**src/rtl/hdp_frame_receiver.sv**
```systemverilog
// rtl/hdp_frame_receiver.sv - HDP link receiver: frame/line/packet recovery, frame counting, sticky framing errors
module hdp_frame_receiver #(
  parameter int PACKETS_PER_LINE = 40,
  parameter int BLANK_PER_LINE   = 4,
  parameter int LINES            = 1280,
  parameter int BACK_PORCH       = 24,
  parameter int UPDATE_LEN       = 28
) (
  input  logic        i_clock,
  input  logic        i_nReset,
  input  logic [31:0] i_lcdData,
  input  logic        i_valid,
  input  logic        i_update,
  input  logic        i_sync,
  input  logic        i_clearErrors,
  output logic [31:0] o_pixelData,
  output logic        o_pixelValid,
  output logic [15:0] o_lineIndex,
  output logic [7:0]  o_packetIndex,
  output logic        o_frameStart,
  output logic        o_frameDone,
  output logic [15:0] o_frameCount,
  output logic        o_inFrame,
  output logic [5:0]  o_errors
);

  localparam logic [7:0]  LAST_DATA_POS  = 8'(PACKETS_PER_LINE - 1);
  localparam logic [7:0]  LAST_BLANK_POS = 8'(PACKETS_PER_LINE + BLANK_PER_LINE - 1);
  localparam logic [15:0] LAST_LINE      = 16'(LINES - 1);
  localparam logic [15:0] LAST_BP        = 16'(BACK_PORCH - 1);
  localparam logic [15:0] ULEN           = 16'(UPDATE_LEN);

  typedef enum logic [1:0] {s_IDLE, s_DATA, s_BLANK, s_BACK_PORCH} state_t;

  state_t      state, state_n;
  logic [7:0]  line_pos, pos_n, pix_pos;
  logic [15:0] line_r, line_n, pix_line;
  logic [15:0] bp_cnt, bp_n;
  logic [15:0] upd_cnt, upd_n;
  logic        upd_prev;
  logic        rise_upd, fall_upd;
  logic        present, start, done;
  logic [5:0]  err_set;

  assign rise_upd = i_update & ~upd_prev;
  assign fall_upd = ~i_update & upd_prev;

  // State register
  always_ff @(posedge i_clock or negedge i_nReset) begin
    if (!i_nReset) state <= s_IDLE;
    else           state <= state_n;
  end

  // Next state, position counters, presentation and error detection for the sampled cycle
  always_comb begin
    state_n  = state;
    pos_n    = line_pos;
    line_n   = line_r;
    bp_n     = bp_cnt;
    upd_n    = upd_cnt;
    pix_line = line_r;
    pix_pos  = line_pos;
    present  = 1'b0;
    start    = 1'b0;
    done     = 1'b0;
    err_set  = 6'b0;

    if (i_sync) err_set[5] = 1'b1;

    // Update pulse length is only policed while a frame is running
    if (state != s_IDLE) begin
      if (i_update && upd_prev && upd_cnt <= ULEN) begin
        upd_n = upd_cnt + 16'd1;
        if (upd_cnt == ULEN) err_set[3] = 1'b1;
      end
      if (fall_upd && upd_cnt != ULEN) err_set[3] = 1'b1;
    end

    case (state)
      s_DATA: begin
        present = i_valid;
        if (!i_valid) err_set[0] = 1'b1;
        pos_n = line_pos + 8'd1;
        if (line_pos == LAST_DATA_POS) state_n = s_BLANK;
      end
      s_BLANK: begin
        if (i_valid) err_set[1] = 1'b1;
        if (i_lcdData != 32'd0) err_set[2] = 1'b1;
        if (line_pos == LAST_BLANK_POS) begin
          if (line_r == LAST_LINE) begin
            state_n = s_BACK_PORCH;
            bp_n    = 16'd0;
          end else begin
            line_n  = line_r + 16'd1;
            pos_n   = 8'd0;
            state_n = s_DATA;
          end
        end else begin
          pos_n = line_pos + 8'd1;
        end
      end
      s_BACK_PORCH: begin
        if (bp_cnt == LAST_BP) begin
          state_n = s_IDLE;
          done    = 1'b1;
        end else begin
          bp_n = bp_cnt + 16'd1;
        end
      end
      default: ;
    endcase

    // An update rise always (re)starts a frame; this cycle is line 0 packet 0
    if (rise_upd) begin
      if (state != s_IDLE) err_set[4] = 1'b1;
      err_set[2:0] = {2'b00, ~i_valid};
      done     = 1'b0;
      start    = 1'b1;
      present  = i_valid;
      pix_line = 16'd0;
      pix_pos  = 8'd0;
      line_n   = 16'd0;
      pos_n    = 8'd1;
      upd_n    = 16'd1;
      state_n  = (PACKETS_PER_LINE > 1) ? s_DATA : s_BLANK;
    end
  end

  // Datapath registers and registered outputs
  always_ff @(posedge i_clock or negedge i_nReset) begin
    if (!i_nReset) begin
      line_pos      <= 8'd0;
      line_r        <= 16'd0;
      bp_cnt        <= 16'd0;
      upd_cnt       <= 16'd0;
      upd_prev      <= 1'b0;
      o_pixelData   <= 32'd0;
      o_pixelValid  <= 1'b0;
      o_lineIndex   <= 16'd0;
      o_packetIndex <= 8'd0;
      o_frameStart  <= 1'b0;
      o_frameDone   <= 1'b0;
      o_frameCount  <= 16'd0;
      o_inFrame     <= 1'b0;
      o_errors      <= 6'd0;
    end else begin
      line_pos     <= pos_n;
      line_r       <= line_n;
      bp_cnt       <= bp_n;
      upd_cnt      <= upd_n;
      upd_prev     <= i_update;
      o_pixelValid <= present;
      if (present) begin
        o_pixelData   <= i_lcdData;
        o_lineIndex   <= pix_line;
        o_packetIndex <= pix_pos;
      end
      o_frameStart <= start;
      o_frameDone  <= done;
      if (done) o_frameCount <= o_frameCount + 16'd1;
      o_inFrame    <= (state_n != s_IDLE);
      o_errors     <= i_clearErrors ? 6'd0 : (o_errors | err_set);
    end
  end

endmodule

```
**config.mk**
```make
export PLATFORM = sky130hd
export DESIGN_NAME = hdp_frame_receiver
export DESIGN_NICKNAME = d
export VERILOG_FILES = /design/src/rtl/hdp_frame_receiver.sv
export SDC_FILE = /design/constraint.sdc
export NUM_CORES = 1
export LEC_CHECK = 0
export ABC_AREA = 1
export BUFFER_PORTS_ARGS = -buffer_cell sky130_fd_sc_hd__buf_2
export CAP_MARGIN = 20
export CORE_MARGIN = 4
export CORE_UTILIZATION = 35
export CTS_CLUSTER_SIZE = 28
export DETAILED_ROUTE_END_ITERATION = 7
export HOLD_SLACK_MARGIN = 0.03
export PLACE_DENSITY_LB_ADDON = 0.15
export SLEW_MARGIN = 0
export SYNTH_ARGS = -nofsm -noshare
export SYNTH_HDL_FRONTEND = slang
export SYNTH_SLANG_ARGS = --single-unit
```
**constraint.sdc**
```tcl
create_clock -name i_clock -period 3 [get_ports i_clock]
set_input_delay 0.6 -clock i_clock [delete_from_list [all_inputs] [get_ports i_clock]]
set_output_delay 0.6 -clock i_clock [all_outputs]
set_load 0.02 [all_outputs]
```
; Word-level counts from Yosys, hierarchy flattened
; Cells that the tools add are included.
; W data, S select, Z words.
[word_totals]
input_bits = 38
regBits = 141
output_inout_bits = 82
word_cells = 100
[classes]
n_eq_ne = 14
bitwise_logic = 6
n_addsub = 5
reduce_logical = 16
n_mux = 43
magnitude_cmp = 1
[ops]
columns = op, n
row1 = $mux W16, 11
row2 = $add A16 B1 Y16 const B, 4
row3 = $eq A16 B5 Y1 const B, 2
row4 = $mux W8, 4
row5 = $pmux W16 S2, 1
row6 = $reduce_bool A32 Y1, 1
row7 = $mux W1, 17
row8 = $eq A16 B11 Y1 const B, 1
row9 = $eq A8 B6 Y1 const B, 2
row10 = $le A16 B5 Y1 const B, 1
row11 = $ne A16 B5 Y1 const B, 1
row12 = $pmux W8 S2, 1
row13 = $reduce_bool A2 Y1, 7
row14 = $mux W2, 6
row15 = $add A8 B1 Y8 const B, 1
row16 = $ne A2 B2 Y1 const B, 4
row17 = $mux W6, 1
row18 = $or A6 B6 Y6, 1
row19 = $pmux W2 S3, 1
row20 = $eq A2 B2 Y1 const B, 2
row21 = $ne A4 B4 Y1 const B, 1
row22 = $reduce_and A2 Y1, 2
row23 = $reduce_and A4 Y1, 1
row24 = $logic_and A1 B1 Y1, 3
row25 = 6 further kinds, 9

; Depth between registers and ports, before layout
[logic_depth]
word_depth = 7
depth_mapped = 12
mapped_depth_nobuf = 11

; Least setup slack after synthesis
; No wires, ideal clock.
[synth_timing]
kind = input -> register
startpoint = input i_update
endpoint = register o_pixelData[0]
setup_time_ns = 0.116
arrival_time_ns = 1.514
required_time_ns = 2.884
path_stages = 9
setup_slack_ns = 1.370
n_path_buf = 2
cell_sequence = inv_2 > nor2_2 > inv_2 > nand2_1 > nand2_2 > buf_2 > buf_2 > nand2_1 > nand2_1
[synth_via]
elab_chain_cells = 2
[synth_rtl]
columns = item, line
row1 = start: declaration, 13  ; input logic i_update,
row2 = $and A1 B1 Y1, 45  ; assign rise_upd = i_update & ~upd_prev;
row3 = $mux W1, 114  ; if (rise_upd) begin
row4 = end signal: assignment, 154  ; o_pixelData <= i_lcdData;
row5 = end: declaration, 16  ; output logic [31:0] o_pixelData,
; No other way between the ends.
; A chain may end at the register's enable or synchronous reset.

; Worst setup path after layout
[layout_timing]
startpoint = register bp_cnt[0]
endpoint = register o_frameCount[7]
[layout_via]
elab_chain_cells = 4
[layout_rtl]
columns = item, line
row1 = start: declaration, 38  ; logic [15:0] bp_cnt, bp_n;
row2 = start signal: assignment, 149  ; bp_cnt <= bp_n;
row3 = $eq A16 B5 Y1, 103  ; if (bp_cnt == LAST_BP) begin
row4 = $mux W1, 103
row5 = $mux W1, 79  ; case (state)
row6 = $mux W1, 114
row7 = end signal: assignment, 160  ; if (done) o_frameCount <= o_frameCount + 16'd1;
row8 = end: declaration, 22  ; output logic [15:0] o_frameCount,
; No other way between the ends.

==> key figures <==
Synthesis
  • Most numerous cell in the Yosys netlist: nand2_1
  • Post-synth ARST share: 100%
  • Xor/xnor share of the synthesized area: 2.73%
  • Cell variety after synth: 36
  • Complex-gate fraction of the synthesized area: 6.30%
  • Simple-Gate Fraction of Synth Area: 33.7%
  • Post-synthesis adder-cell area fraction: 1.06%
  • Commonest cells post-synth: nand2_1 (335), dfrtp_1 (141), nor2_1 (107)
  • Synth Instances: 916
  • Most frequently used flop master after synthesis: dfrtp_1
  • Flops & latches, synth: 141
  • Most area-consuming cells after synthesis: dfrtp_1 (50%), nand2_1 (18%), nor2_1 (5.7%), nand3_1 (5.2%), inv_1 (3.7%)
  • Yosys Warn Count: 0
  • Synthesized Nets: 960
  • Post-synth EDFFs: 0
  • Share of the synthesized area in the top cell type: 50.0%
  • Largest family of logic cells by synthesized area: simple AND/OR/NAND/NOR gates
  • Mean post-synth cell area: 7.70 sq um
  • Cell Area, Synth: 7060 sq um
  • Mux cell area share after synthesis: 0%
  • Area leader, netlist: dfrtp_1
  • Sequential-to-total area share from yosys stat: 50.0%

Die
  • Width of the die: 150 um
  • Die Area: about 22000 sq um
  • Initial Utilization: 35.9%
  • Die Ht: 150 um
  • IO Pins: 120
  • # rows: 51
  • Core box area: 19700 sq um

Final layout
  • Post-route cell area: 8480 sq um
  • # fillers: 2050
  • Layout cells sized above 1: 17.9%
  • Multi-input logic area: 3090 sq um
  • Register area: 3530 sq um
  • Area grow syn2layout: 20.2%
  • # diodes: 0
  • Nets: 1079
  • Finished Core Util: ~43%

Global route
  • Total congestion overflow: 0
  • Vias in the first global route: roughly 5800
  • Global-route wire length before repair: 29.4 mm
  • Largest net degree at the start of global routing: 66
  • Initial antenna violation count: 0
  • Total track usage: between 15 and 20%

Power and ir drop
  • Lkg Pwr: 4.33 nW
  • Max VDD drop: 0.400 mV
  • Pwr/cell area: 552 nW/um^2

CTS
  • CTS root buffer: clkbuf_16
  • Worst-skew pair later-pin latency: 0.42 ns
  • Clock Sinks: 141
  • CTS tree: yes
  • CTS H-Tree Depth: 4
  • Clock-pin slew on the worst setup and hold paths: about 0.06 ns
  • Post_cts resized: 0
  • CTS Hold Bufs: 0
  • Clk buf depth: 2
  • CTS Buf Count: 17
  • Post-CTS setup buffer count: 0

Timing
  • Final Slew Violations: 0
  • Worst-margin pin slew: 0.554 ns
  • Clock Skews: about 0.011 ns
  • Highest clock rate: 520 MHz
  • Tcrit/Tclk final: between 60% and 70%
  • Setup violators final: 0
  • Final Hold Viols: 0
  • Fin crit period: between 1.5 and 2 ns
  • RSZ-0062 raised after global routing: no
  • Slew HR: 62.9%
  • Setup TNS: 0 ns

Routing
  • Final wirelength: about 18 mm
  • ANT nets after route: 0
  • DRC violation count after routing: 0
  • Router iterations before antenna repair: 4
  • Vias: 6067
  • Initial drt markers: 328
  • WL per Instance: 13.4 um
  • DR vias/cell: 4.63

Worst setup path
  • CP required: 3.31 ns
  • Slowest stage cell, crit path: dfrtp_1
  • Top cell by count, worst path: nand2_1
  • CP arrival: 2.23 ns
  • Critical Path Source Type: flip-flop
  • Crit path largest cell delay: 0.44 ns
  • Crit end category: flip-flop
  • Crit path cell chain: ha_1, nand2_1, clkinv_1, nand2_1, nor2_2, nand4_2, buf_4, inv_2, nand2_1, nand2_1, nand2_1
  • WS Path Type: reg -> reg
  • Crit path max fanout: 19

Place
  • DP Area: a little under 8000 sq um
  • # port buffers: approximately 120
  • Detail Placement HPWL: 12.5 mm
  • GPL Wtd Cong: 0.844

Job
  • Max-cap violations: 0

Hold path
  • Hold/Removal Path Class: in -> async

Run status
  • Status: complete, no violations
[worst max-delay path, delay by kind of cell, from the launching register on]
kind,cells,cell delay (ns)
flops,1,0.44
buf+inv,3,0.57
fa+ha+maj,1,0.20
simple gates,7,0.60
[cell type report]
cell class                 count  area share [%]
clock buffer                  21            5.31
clock inverter                 8            1.12
inverter                      79            3.53
multi-input combinational    669            36.4
sequential                   141            41.6
tap                          265            3.91
timing repair buffer         127            8.10
[sequential cells by signal, indices dropped and copies added (netlist names)]
| register | flops |
|---|---|
| bp_cnt | 16 |
| line_pos | 8 |
| line_r | 16 |
| o_errors | 6 |
| o_frameCount | 16 |
| o_frameDone | 1 |
| o_frameStart | 1 |
| o_inFrame | 1 |
| o_lineIndex | 16 |
| o_packetIndex | 8 |
| o_pixelData | 32 |
| o_pixelValid | 1 |
| state | 2 |
| upd_cnt | 16 |
| upd_prev | 1 |
[report_power, final]
group | total, mW | switching [mW] | internal, mW
clock | 2.00 | 0.776 | 1.22
combinational | 0.544 | 0.357 | 0.187
sequential | 2.14 | 0.118 | 2.02
[layout by cell type, fill, tap and decap left out, types with 17 or more instances in the layout]
cell type and instances:
buf_2 118, clkbuf_16 17, dfrtp_1 141, inv_1 69
nand2_1 335, nand3_1 73, nand4_1 19, nor2_1 107
o21ai_1 33, xor2_1 17
[routing by layer]
layer / GRT usage [%] / part of all wire [%] / wire length, um
met5: 0 / 0 / 0
met4: 4.25 / 1.0 / 176
met3: 3.66 / 4.6 / 808
met2: 24.1 / 43 / 7530
met1: 23.9 / 51 / 9030
[worst paths after layout]
kind                       slack (ns)          endpoint  cells past startpoint            start
min in group i_clock             0.33          upd_prev                      1         i_update
max reg2reg                      1.08   o_frameCount[7]                     11        bp_cnt[0]
max                              1.08   o_frameCount[7]                     11        bp_cnt[0]
min                              0.12    o_lineIndex[0]                      1         i_nReset
max in group asynchronous        2.12  o_packetIndex[0]                      2         i_nReset
min reg2reg                      0.48   o_pixelData[17]                      2  o_pixelData[17]
[per-stage QoR]
step	total power, mW	cells	hold slack (ns)	worst slack (ns)
2_1_floorplan	2.49	916	0.304	1.37
3_3_place_gp	2.72	1281	0.460	0.973
3_5_place_dp	2.72	1281	0.461	0.951
4_1_cts	4.74	1310	0.136	1.05
5_1_grt	4.92	1310	0.153	0.779
6_report	4.68	1310	0.124	1.08
[kinds of logic after synthesis]
logic type               Yosys count
AO/OA/AOI/OAI                     74
XOR/XNOR                          22
AND/OR/NAND/NOR                  567
flip-flops                       141
buffers and inverters            106
adder cells (fa/ha/maj)            6
Power figures use the tool's default switching activity.
